File: config.mk
export PLATFORM = sky130hd
export DESIGN_NAME = audio_output_stage
export DESIGN_NICKNAME = d
export VERILOG_FILES = /design/src/rtl/audio_output_stage.sv
export SDC_FILE = /design/constraint.sdc
export NUM_CORES = 2
export LEC_CHECK = 0
export CORE_MARGIN = 5
export CORE_UTILIZATION = 55
export DETAILED_ROUTE_END_ITERATION = 16
export PLACE_DENSITY = 0.71
export SETUP_SLACK_MARGIN = 0.1
export SLEW_MARGIN = 20
export SYNTH_ARGS = -nofsm -noshare
export SYNTH_HDL_FRONTEND = slang
export SYNTH_SLANG_ARGS = --single-unit
File: constraint.sdc
create_clock -name clk_i -period 8.9 [get_ports clk_i]
set_clock_uncertainty 0.05 [all_clocks]
set_input_delay 1.335 -clock clk_i [delete_from_list [all_inputs] [get_ports clk_i]]
set_output_delay 1.335 -clock clk_i [all_outputs]
set_load 0.1 [all_outputs]
File: src/rtl/audio_output_stage.sv
// audio_output_stage: per-channel volume scaling with a soft gain ramp, first-order
// error-feedback requantiser and PWM generation, all in the clk_i domain.
module audio_output_stage #(
    parameter int unsigned      CHANNELS  = 2,
    parameter int unsigned      AUDIO_W   = 16,
    parameter int unsigned      VOL_W     = 16,
    parameter int unsigned      PWM_W     = 7,
    parameter logic [VOL_W-1:0] RAMP_STEP = 'h0100
) (
    input  logic                        clk_i,
    input  logic                        rst_ni,
    input  logic                        sample_ena_i,
    input  logic                        frame_ena_i,
    input  logic                        active_i,
    input  logic                        mute_i,
    input  logic [CHANNELS*AUDIO_W-1:0] audio_i,
    input  logic [CHANNELS*VOL_W-1:0]   volume_i,
    output logic [CHANNELS-1:0]         pwm_o,
    output logic                        ramping_o
);
    localparam int unsigned PROD_W = AUDIO_W + VOL_W + 1;
    localparam int unsigned ERR_W  = AUDIO_W - PWM_W;

    logic [VOL_W-1:0]         gain_q   [CHANNELS];
    logic [VOL_W-1:0]         gain_d   [CHANNELS];
    logic [VOL_W-1:0]         target   [CHANNELS];
    logic [AUDIO_W-1:0]       audio_q  [CHANNELS];
    logic [AUDIO_W-1:0]       audio_d  [CHANNELS];
    logic signed [PROD_W-1:0] prod_q   [CHANNELS];
    logic signed [PROD_W-1:0] prod_d   [CHANNELS];
    logic [AUDIO_W-1:0]       scaled_q [CHANNELS];
    logic [AUDIO_W-1:0]       scaled_d [CHANNELS];
    logic [ERR_W-1:0]         err_q    [CHANNELS];
    logic [ERR_W-1:0]         err_d    [CHANNELS];
    logic [PWM_W-1:0]         duty_q   [CHANNELS];
    logic [PWM_W-1:0]         duty_d   [CHANNELS];
    logic [AUDIO_W:0]         acc      [CHANNELS];
    logic [PWM_W-1:0]         cnt_q;
    logic [PWM_W-1:0]         cnt_d;
    logic [CHANNELS-1:0]      pwm_q;
    logic [CHANNELS-1:0]      pwm_d;
    logic                     smp1_q;
    logic                     smp2_q;
    logic                     ramp_any;

    // Gain moves toward its target by at most RAMP_STEP per sample and lands exactly on it.
    always_comb begin
        ramp_any = 1'b0;
        for (int ch = 0; ch < CHANNELS; ch++) begin
            target[ch] = (mute_i | ~active_i) ? '0 : volume_i[ch*VOL_W +: VOL_W];
            gain_d[ch] = gain_q[ch];
            if (sample_ena_i) begin
                if (gain_q[ch] < target[ch]) begin
                    if ((target[ch] - gain_q[ch]) > RAMP_STEP) begin
                        gain_d[ch] = gain_q[ch] + RAMP_STEP;
                    end else begin
                        gain_d[ch] = target[ch];
                    end
                end else if (gain_q[ch] > target[ch]) begin
                    if ((gain_q[ch] - target[ch]) > RAMP_STEP) begin
                        gain_d[ch] = gain_q[ch] - RAMP_STEP;
                    end else begin
                        gain_d[ch] = target[ch];
                    end
                end
            end
            if (gain_q[ch] != target[ch]) begin
                ramp_any = 1'b1;
            end
        end
    end

    assign ramping_o = ramp_any;

    always_comb begin
        for (int ch = 0; ch < CHANNELS; ch++) begin
            audio_d[ch] = sample_ena_i ? audio_i[ch*AUDIO_W +: AUDIO_W] : audio_q[ch];
            if (smp1_q) begin
                prod_d[ch] = PROD_W'($signed(audio_q[ch])) * $signed(PROD_W'({1'b0, gain_q[ch]}));
            end else begin
                prod_d[ch] = prod_q[ch];
            end
            // Bit-selecting above VOL_W is the floor shift, truncated back to AUDIO_W.
            scaled_d[ch] = smp2_q ? prod_q[ch][VOL_W +: AUDIO_W] : scaled_q[ch];
        end
    end

    always_comb begin
        for (int ch = 0; ch < CHANNELS; ch++) begin
            acc[ch] = {1'b0, ~scaled_q[ch][AUDIO_W-1], scaled_q[ch][AUDIO_W-2:0]}
                    + {{(PWM_W+1){1'b0}}, err_q[ch]};
            duty_d[ch] = duty_q[ch];
            err_d[ch]  = err_q[ch];
            if (frame_ena_i) begin
                if (acc[ch][AUDIO_W]) begin
                    duty_d[ch] = '1;
                    err_d[ch]  = '0;
                end else begin
                    duty_d[ch] = acc[ch][AUDIO_W-1 -: PWM_W];
                    err_d[ch]  = acc[ch][ERR_W-1:0];
                end
            end
            pwm_d[ch] = active_i & (duty_q[ch] > cnt_q);
        end
    end

    always_comb begin
        cnt_d = cnt_q;
        if (frame_ena_i) begin
            cnt_d = '0;
        end else if (cnt_q != '1) begin
            cnt_d = cnt_q + 1'b1;
        end
    end

    always_ff @(posedge clk_i or negedge rst_ni) begin
        if (!rst_ni) begin
            for (int ch = 0; ch < CHANNELS; ch++) begin
                gain_q[ch]   <= '0;
                audio_q[ch]  <= '0;
                prod_q[ch]   <= '0;
                scaled_q[ch] <= '0;
                err_q[ch]    <= '0;
                duty_q[ch]   <= '0;
            end
            cnt_q  <= '0;
            pwm_q  <= '0;
            smp1_q <= 1'b0;
            smp2_q <= 1'b0;
        end else begin
            for (int ch = 0; ch < CHANNELS; ch++) begin
                gain_q[ch]   <= gain_d[ch];
                audio_q[ch]  <= audio_d[ch];
                prod_q[ch]   <= prod_d[ch];
                scaled_q[ch] <= scaled_d[ch];
                err_q[ch]    <= err_d[ch];
                duty_q[ch]   <= duty_d[ch];
            end
            cnt_q  <= cnt_d;
            pwm_q  <= pwm_d;
            smp1_q <= sample_ena_i;
            smp2_q <= smp1_q;
        end
    end

    assign pwm_o = pwm_q;

endmodule

==> PnR_summary.wiki <==
{| class="wikitable"
! Metric !! Value
|-
| Clock Sinks || 171
|-
| Maximum level of the CTS H-tree || 4
|-
| Clock insertion delay at the later pin of the skew report || 0.49 ns
|-
| Fillers || between 4,000 and 5,000
|-
| Antenna violations before repair || 0
|-
| Full die area || 55,700 µm²
|-
| Growth of design area from synthesis to finish || 5.87%
|-
| Netlist cell types || 85
|-
| WHS Path Cells || 1
|-
| FF+latch area || 4280 µm²
|-
| Iteration-0 DRC count of the detailed router || 1,210
|-
| Fin. max-slew vios || 0
|-
| Worst slew margin relative to its limit || 0.321
|-
| Final weighted congestion in routability-driven placement || 0.895
|-
| Via density per instance || 5.60
|-
| Remaining design rule violation count || 0
|-
| Post-synthesis instance area || approximately 28,000 µm²
|-
| Critical R2R Capture || prod_q[31]
|-
| Flop and latch count out of synthesis || 171
|-
| Warnings from Yosys || 0
|-
| Kind of critical path || in2out
|-
| Multi-input combinational cell area || 21,100 µm²
|-
| Path category of the worst min-delay check || reg2reg
|-
| Number of nets in the synthesized netlist || 3,886
|-
| Critical path endpoint category || primary output
|-
| Final-layout worst hold slack || ~0.45 ns
|-
| Hold path startpoint || prod_q[51]
|-
| Floorplan row count || 82
|-
| Area share of the largest cell type after synthesis || 0.278
|-
| Aggregate negative setup slack || 0 ns
|-
| WHS Endpoint || prod_q[51]
|-
| Width of the chip || between 200 and 250 µm
|-
| Placeable core region || 50,400 µm²
|-
| Required time of the worst setup path || 7.52 ns
|-
| Effective utilization at floorplan || 0.558
|-
| Count of hold-fix buffers inserted at cts || 0
|-
| Biggest fanout along the worst timing path || 17
|-
| Antenna Nets Post-Route || 0
|-
| Final Hold Viols || 0
|-
| Wire length of the first global-routing pass || 114 mm
|-
| Wire length per cell || 17.7 µm
|-
| Post-CTS setup-driven buffer insertion count || 0
|-
| Vias after detailed routing || 20,989
|-
| Leftover overflow at the end of global routing || 0
|-
| Cells taking the most area after synthesis || fa_1, dfrtp_1, ha_1, inv_1, and2_1
|-
| Drt first pass iters || 6
|-
| Number of maximum-capacitance constraint violations || 0
|-
| Estimated wirelength of the detail-placed design || 52.3 mm
|-
| GRT Overall Usage || 0.247
|-
| Post-CTS clock slew at the launch and capture registers of the worst setup and hold paths || around 0.070 ns
|-
| RSZ-0062 raised after global routing || no
|-
| Final nets || 3,851
|-
| Type of origin of the critical path || input port
|-
| Final cell count without fillers || around 3,700
|-
| Share of flip-flops with an asynchronous set or reset || 1.00
|-
| Reg-to-reg setup timing slack || about 1.7 ns
|-
| Mean cell area of the mapped netlist || 9.07 µm²
|-
| Count of input and output buffers || 72
|-
| Area leader, netlist || fa_1
|-
| Number of antenna diodes || 0
|-
| I/O pin cnt || 73
|-
| Final setup violation count || 0
|-
| EDFF count, synth || 0
|-
| Minimum period implied by the final worst setup slack || 7.41 ns
|-
| Cts bufs inserted || 17
|-
| Number of global-route vias before repair || approximately 23,000
|-
| FF-to-FF path depth || 21
|-
| Highest clock frequency the design can meet || 0.135 GHz
|-
| Share of synthesized area occupied by flip-flops and latches || 0.152
|-
| Run status || finished, final reports clean
|-
| Share of cells above drive strength 1 || 0.0552
|-
| Cell count after synthesis || 3,099
|-
| Util after Layout || 0.591
|-
| Maximum number of pins on one net before global-route repair || 66
|-
| Final worst-path cycle share || 0.833
|-
| CTS root buf || clkbuf_16
|-
| Clock tree from TritonCTS || built
|-
| Resized Gates After CTS || 0
|-
| Number of placed cells counting well taps || 3,717
|-
| Reg2Reg Launch Point || gain_q[10]
|-
| Die Y-Extent || 236 µm
|-
| Top FF cell, synth || dfrtp_1
|-
| Actual transition at the worst max-transition pin || 1.01 ns
|-
| Clock Tree Buf Depth || 2
|-
| Data arrival time of the critical path || 6.03 ns
|-
| DRT Wirelength || 66.3 mm
|}
## worst max-delay path by stage
stage          slack, ns       start  cells past startpoint         end
6_report            1.49    active_i                     11   ramping_o
5_1_grt             1.20    active_i                     11   ramping_o
4_1_cts             1.43    active_i                     11   ramping_o
3_5_place_dp        1.44    active_i                     11   ramping_o
3_3_place_gp        1.55    active_i                     11   ramping_o
2_1_floorplan       2.18  gain_q[10]                     23  prod_q[31]
## metrics by stage
| step | setup WS, ns | instance area (µm²) |
|---|---|---|
| floorplan | 2.18 | 28100 |
| CTS | 1.43 | 29800 |
| global route | 1.20 | 29800 |
| finish | 1.49 | 29800 |
| detailed placement | 1.44 | 29200 |
| global placement | 1.55 | 29200 |
## cell families after synthesis
logic type | synth area share
buffers and inverters | 0.0988
DFF | 0.152
muxes | 0.0450
and+or+nand+nor | 0.152
xor gates and xnor gates | 0.0302
AOI/OAI and AO/OA | 0.0982
adders and majority gates | 0.423
## worst max-delay path: stages
cell	delay, ns
clkdlybuf4s50_1	0.61
nor2b_2	0.71
nand2_1	0.22
inv_1	0.12
ha_1	0.27
and2_1	0.22
and3_1	0.23
nand2_1	0.08
or4_1	0.63
or4_1	0.59
clkdlybuf4s50_1	0.99
## flip-flops by register name, indices dropped and copies added, names as in the netlist
signal and cells:
pwm_o 2, smp1_q 1, smp2_q 1, audio_q 32, duty_q 14, scaled_q 32
gain_q 32, err_q 18, cnt_q 7, prod_q 32
## layer usage
| metal | global-route usage | wire [µm] | vias up |
|---|---|---|---|
| met2 | 0.436 | 33500 | 575 |
| met5 | 0 | 0 | - |
| met1 | 0.308 | 27300 | 10514 |
| met3 | 0.0370 | 3350 | 133 |
| met4 | 0.0941 | 2120 | 0 |
| li1 | - | - | 9767 |
## layout make-up
cell class | instances | area share
clock buffers | 21 | 0.0151
clock inverters | 11 | 0.00446
inverters | 587 | 0.0740
multi-input cells | 2204 | 0.708
flip-flops and latches | 171 | 0.144
well taps | 672 | 0.0282
repair buffers | 83 | 0.0269
## synth_stat cells, types with 5 or more instances
cell type,n
buf_1,9
fa_1,390
a2111oi_0,6
inv_1,587
and3_1,15
buf_2,15
a211oi_1,8
o21ai_1,10
nor2b_1,17
nand2_1,361
dfrtp_1,171
a31o_2,5
nor3_1,20
o22ai_1,20
clkbuf_1,106
xnor2_1,70
o211ai_1,9
and2_1,239
a31oi_1,14
nand3_1,42
a21oi_1,110
nor2_1,89
or3_1,14
nand4_1,23
xor2_1,27
mux2i_1,17
o21bai_1,16
o21a_1,15
o211a_1,5
o31ai_1,7
nand2b_1,18
o21ai_0,70
a221oi_1,8
ha_1,327
a211o_1,6
mux2_2,94
o31a_1,5
a21o_1,46
## cells in the final DEF, fill, tap and decap left out, drive strengths merged, types with 5 or more instances in the layout
cell type and count:
clkbuf 21, a31oi 15, and2 239, o211a 5
a21oi 112, nor3 20, dfrtp 171, nor2 89
o22ai 20, mux2i 18, nor4 5, a21o 46
o21ai 81, o21bai 16, inv 591, nand2 362
nand2b 18, nand4 24, o21a 15, buf 13
ha 327, clkdlybuf4s50 70, xor2 27, o211ai 12
o31ai 9, nand3 44, fa 390, o31a 5
a211oi 11, xnor2 70, a2111oi 7, nor2b 18
or3 15, a211o 6, a221oi 8, mux2 94
a31o 7, and3 15
Power is not shown: default switching activity piles up to over one toggle a cycle in this logic, so the estimate is an artifact.
